<file path="src/rtl/bcd_scan_display.sv">
// bcd_scan_display: 4-digit multiplexed common-anode 7-segment driver with frame snapshot, LZ blanking, guard time and lamp test
module bcd_scan_display #(
  parameter int PRESCALE = 1000,
  parameter int GUARD    = 16
) (
  input  logic        CLK,
  input  logic        RESET_B,
  input  logic [15:0] DIG,
  input  logic [3:0]  DP,
  input  logic        BLANK_LZ,
  input  logic        LAMP_TEST,
  output logic [6:0]  SEG_N,
  output logic        DP_N,
  output logic [3:0]  AN_N
);
  localparam logic [15:0] PMAX = 16'(PRESCALE - 1);
  localparam logic [15:0] GMIN = 16'(GUARD);
  logic [15:0] pcnt_q, pcnt_d, snap_q, snap_d;
  logic [1:0]  scan_q, scan_d;
  logic [3:0]  snap_dp_q, snap_dp_d, an_n_q, an_n_d, lz, digit, an_sel;
  logic [6:0]  seg_n_q, seg_n_d;
  logic        dp_n_q, dp_n_d, tick, guard, blank, dp_on;
  function automatic logic [6:0] dec(input logic [3:0] d);
    case (d)
      4'd0: dec = 7'h40;
      4'd1: dec = 7'h79;
      4'd2: dec = 7'h24;
      4'd3: dec = 7'h30;
      4'd4: dec = 7'h19;
      4'd5: dec = 7'h12;
      4'd6: dec = 7'h02;
      4'd7: dec = 7'h78;
      4'd8: dec = 7'h00;
      4'd9: dec = 7'h10;
      default: dec = 7'h3F;
    endcase
  endfunction
  always_comb begin
    tick      = pcnt_q == PMAX;
    pcnt_d    = tick ? 16'd0 : pcnt_q + 16'd1;
    scan_d    = tick ? scan_q + 2'd1 : scan_q;
    snap_d    = (tick && scan_q == 2'd3) ? DIG : snap_q;
    snap_dp_d = (tick && scan_q == 2'd3) ? DP : snap_dp_q;
    digit     = snap_q[{scan_q, 2'b00} +: 4];
    lz        = 4'b0000;
    lz[3]     = snap_q[15:12] == 4'd0;
    lz[2]     = lz[3] && snap_q[11:8] == 4'd0;
    lz[1]     = lz[2] && snap_q[7:4] == 4'd0;
    blank     = BLANK_LZ && lz[scan_q];
    dp_on     = snap_dp_q[scan_q];
    an_sel    = ~(4'b0001 << scan_q);
    guard     = pcnt_q < GMIN;
    seg_n_d   = guard ? 7'h7F : LAMP_TEST ? 7'h00 : blank ? 7'h7F : dec(digit);
    dp_n_d    = guard ? 1'b1 : LAMP_TEST ? 1'b0 : ~dp_on;
    // a blanked digit only lights its anode when it still has a decimal point to show
    an_n_d    = (guard || (!LAMP_TEST && blank && !dp_on)) ? 4'hF : an_sel;
  end
  always_ff @(posedge CLK) begin
    if (!RESET_B) begin
      pcnt_q    <= 16'd0;
      scan_q    <= 2'd0;
      snap_q    <= 16'h0000;
      snap_dp_q <= 4'h0;
      seg_n_q   <= 7'h7F;
      dp_n_q    <= 1'b1;
      an_n_q    <= 4'hF;
    end else begin
      pcnt_q    <= pcnt_d;
      scan_q    <= scan_d;
      snap_q    <= snap_d;
      snap_dp_q <= snap_dp_d;
      seg_n_q   <= seg_n_d;
      dp_n_q    <= dp_n_d;
      an_n_q    <= an_n_d;
    end
  end
  assign SEG_N = seg_n_q;
  assign DP_N  = dp_n_q;
  assign AN_N  = an_n_q;
endmodule

</file>
<file path="config.mk">
export PLATFORM = sky130hd
export DESIGN_NAME = bcd_scan_display
export DESIGN_NICKNAME = d
export VERILOG_FILES = /design/src/rtl/bcd_scan_display.sv
export SDC_FILE = /design/constraint.sdc
export NUM_CORES = 1
export LEC_CHECK = 0
export CELL_PAD_IN_SITES_DETAIL_PLACEMENT = 1
export CELL_PAD_IN_SITES_GLOBAL_PLACEMENT = 1
export CORE_MARGIN = 4
export CORE_UTILIZATION = 43
export CTS_CLUSTER_SIZE = 14
export DETAILED_ROUTE_END_ITERATION = 10
export PLACE_DENSITY = 0.8
export SKIP_LAST_GASP = 1
export SLEW_MARGIN = 25
export SYNTH_ARGS = -nofsm -noshare
export SYNTH_HDL_FRONTEND = slang
export SYNTH_SLANG_ARGS = --single-unit
</file>
<file path="constraint.sdc">
create_clock -name CLK -period 4.4 [get_ports CLK]
set_clock_uncertainty 0.15 [all_clocks]
set_input_delay 0.66 -clock CLK [delete_from_list [all_inputs] [get_ports CLK]]
set_output_delay 0.66 -clock CLK [all_outputs]
set_load 0.01 [all_outputs]
</file>
==> key figures <==
Yosys
  – Post-synthesis sequential area ratio: 0.4246
  – Syn_nets: 295
  – Seq cells post-synth: 50
  – Post-synth EDFFs: 0
  – Avg Inst Size Synth: 9.032 um^2
  – Post-synthesis cell count: 261
  – Ys flop type: dfxtp_1
  – Asr flop ratio synth: 0
  – Yosys warns: 0
  – Distinct cells, synth: 44
  – Post-synthesis cell area: 2357 um^2

Global route
  – GRT Util Overall: 0.1952
  – Number of global-route vias before repair: 2087
  – Largest net degree at the start of global routing: 24
  – First-pass GRT wire length: 10.23 mm
  – Grt total ovfl: 0
  – Antenna violations before repair: 0

Min path
  – Hold WC Path Type: reg -> reg

Run status
  – Outcome: finished, final reports clean

Drt
  – Vias: 2031
  – Final WL: 5.966 mm
  – Pre-antenna DRT Iters: 4
  – Iteration-0 DRC count of the detailed router: 95
  – Antenna Nets Post-Route: 0
  – Residual DRC count: 0
  – Wire per inst: 16.53 um
  – Vias/cell: 5.626

Power
  – Worst VDD drop: 0.1256 mV
  – Net Switching: 169.3 uW
  – Cell Pwr Density: 273.9 nW/um^2
  – Static Leakage: 0.0009423 uW
  – Internal Pwr Total: 603.2 uW
  – Clock network power share: 0.361
  – Power share of the combinational group: 0.046
  – Share of total power in sequential cells: 0.593
  – Switching Share: 0.2192

STA
  – Period utilization: 0.6050
  – Relative slew slack: 0.4673
  – Max-slew violations: 0
  – Fmax: 0.3757 GHz
  – Setup TNS: 0 ps
  – RSZ-0062 raised after global routing: false
  – Worst-Margin Slew: 788.8 ps
  – Hold Fails Final Rpt: 0
  – Setup-failing EPs final: 0
  – Minimum clock period: 2662 ps

Layout
  – Area growth from synthesis to layout: 19.64%
  – Sequential Area: 1001 um^2
  – Ant diodes: 0
  – # fillers: 618
  – Final core utilization: 0.5418
  – Layout net count: 324
  – Fin area: 2820 um^2
  – Multi-input logic area: 1241 um^2
  – Layout cells sized above 1: 0.07560

Clock tree
  – Later-pin clock latency in the skew report: 300 ps
  – CTS Sinks: 50
  – CTS tree: built
  – CTS Hold Bufs: 0
  – H-Tree Depth: 2
  – CTS buffer count: 5
  – Setup Fix Bufs, Post-CTS: 0
  – Clk buf depth: 2
  – Post-CTS resize count: 0
  – Worst-path clk slew: 90 ps
  – CTS Root Cell: clkbuf_8

Place
  – Placed Area: 2729 um^2
  – Hpwl dp: 4.361 mm
  – GP Congestion: 0.8018
  – I/O Buffers: 35

Worst setup path
  – Critical path peak fanout: 5
  – Startpoint Class: input pin
  – Crit path kind: in -> reg
  – Crit. End Element: flip-flop
  – Crit path DAT: 2740 ps
  – Worst EP required: 4480 ps

Floorplan
  – Die area: 6731 um^2
  – Die width: 82.04 um
  – Initial Util: 0.4529
  – Die height: 82.04 um
  – Core Box Area: 5205 um^2
  – Num rows: 26
  – I/O pins: 36

Run
  – Max cap viols: 0
kinds of logic after synthesis:
logic type,after synthesis,synth area share
DFF,50,0.4246
muxes,9,0.06529
AOI/OAI and AO/OA,70,0.1624
buffers and inverters,24,0.04883
adders and majority gates,10,0.05308
xor gates and xnor gates,11,0.04087
and+or+nand+nor,87,0.2049
registers in the layout (all words and copies together), names as in the netlist:
signal	flops
pcnt_q	16
scan_q	2
AN_N	4
snap_q	16
snap_dp_q	4
DP_N	1
SEG_N	7
final cells by class:
type / instances / area share
multi-input combinational: 187 / 0.4401
tap: 70 / 0.03106
inverter: 9 / 0.01198
timing repair buffer: 37 / 0.1295
clock inverter: 1 / 0.001775
clock buffer: 7 / 0.03061
sequential: 50 / 0.3549
final timing paths:
check / endpoint / start / slack (ps) / cells past startpoint
setup / recovery: SEG_N[5] / BLANK_LZ / 1740 / 5
setup reg to reg: SEG_N[4] / scan_q[0] / 1810 / 6
hold / removal: snap_q[0] / snap_q[0] / 340 / 2
hold reg to reg: snap_q[0] / snap_q[0] / 340 / 2
cell usage after synthesis (all sizes together) (2+ instances only):
master	number	area share
dfxtp	50	0.42
o21ai	31	0.067
a21oi	29	0.062
nand3	24	0.051
nor2	20	0.032
nand2	13	0.024
ha	10	0.053
inv	9	0.014
buf	8	0.023
clkbuf	7	0.011
xnor2	7	0.026
or3	6	0.016
mux4	5	0.048
or4	5	0.019
nand4	4	0.013
nor3	4	0.0085
xor2	4	0.015
mux2i	3	0.013
a221oi	2	0.0074
and3	2	0.0053
nor4	2	0.012
o41ai	2	0.0074
or4b	2	0.0085
placed cells by master, fill, tap and decap left out, types with 2 or more instances in the layout:
| master | n |
|---|---|
| nand4_1 | 3 |
| xor2_1 | 4 |
| nor2_1 | 20 |
| o41ai_1 | 2 |
| mux2i_1 | 3 |
| o21ai_0 | 13 |
| mux4_2 | 5 |
| clkdlybuf4s50_1 | 35 |
| a21oi_1 | 29 |
| nand2_1 | 12 |
| or4_1 | 3 |
| nor3_1 | 4 |
| nand3_1 | 24 |
| dfxtp_1 | 50 |
| buf_4 | 2 |
| ha_1 | 10 |
| a221oi_1 | 2 |
| clkbuf_8 | 6 |
| o21ai_1 | 17 |
| or3_1 | 6 |
| inv_1 | 9 |
| xnor2_1 | 7 |
| and3_1 | 2 |
| or4_4 | 2 |
routing by layer:
layer	track usage	vias to the layer above	routed length, um
met5	0	-	0
met4	0.03987	0	31
met3	0.03618	3	163
met2	0.3247	34	2898
met1	0.2639	997	2873
li1	-	997	-
power groups by stage:
stage          clock, uW  sequential [uW]  combinational (uW)
2_1_floorplan          0              468                11.7
3_3_place_gp           0              468                34.3
3_5_place_dp           0              469                35.5
4_1_cts              283              458                35.7
5_1_grt              299              459                39.1
6_report             279              458                35.4
through the flow:
step | total power, uW | setup WS [ps] | hold WS, ps | cells
after CTS | 776.6 | 1740 | 345.1 | 361
after detailed placement | 504.0 | 1422 | 332.3 | 353
after global placement | 502.5 | 1488 | 313.7 | 352
final | 772.5 | 1738 | 340.9 | 361
after global routing | 797.2 | 1561 | 370.7 | 361
after floorplan | 479.2 | 2219 | 296.3 | 261
worst max-delay path, stage by stage:
cell             delay [ps]
clkdlybuf4s50_1         460
or4b_2                  580
a211oi_1                630
a21oi_1                 210
o211ai_1                200
(Power assumes the default switching activity.)
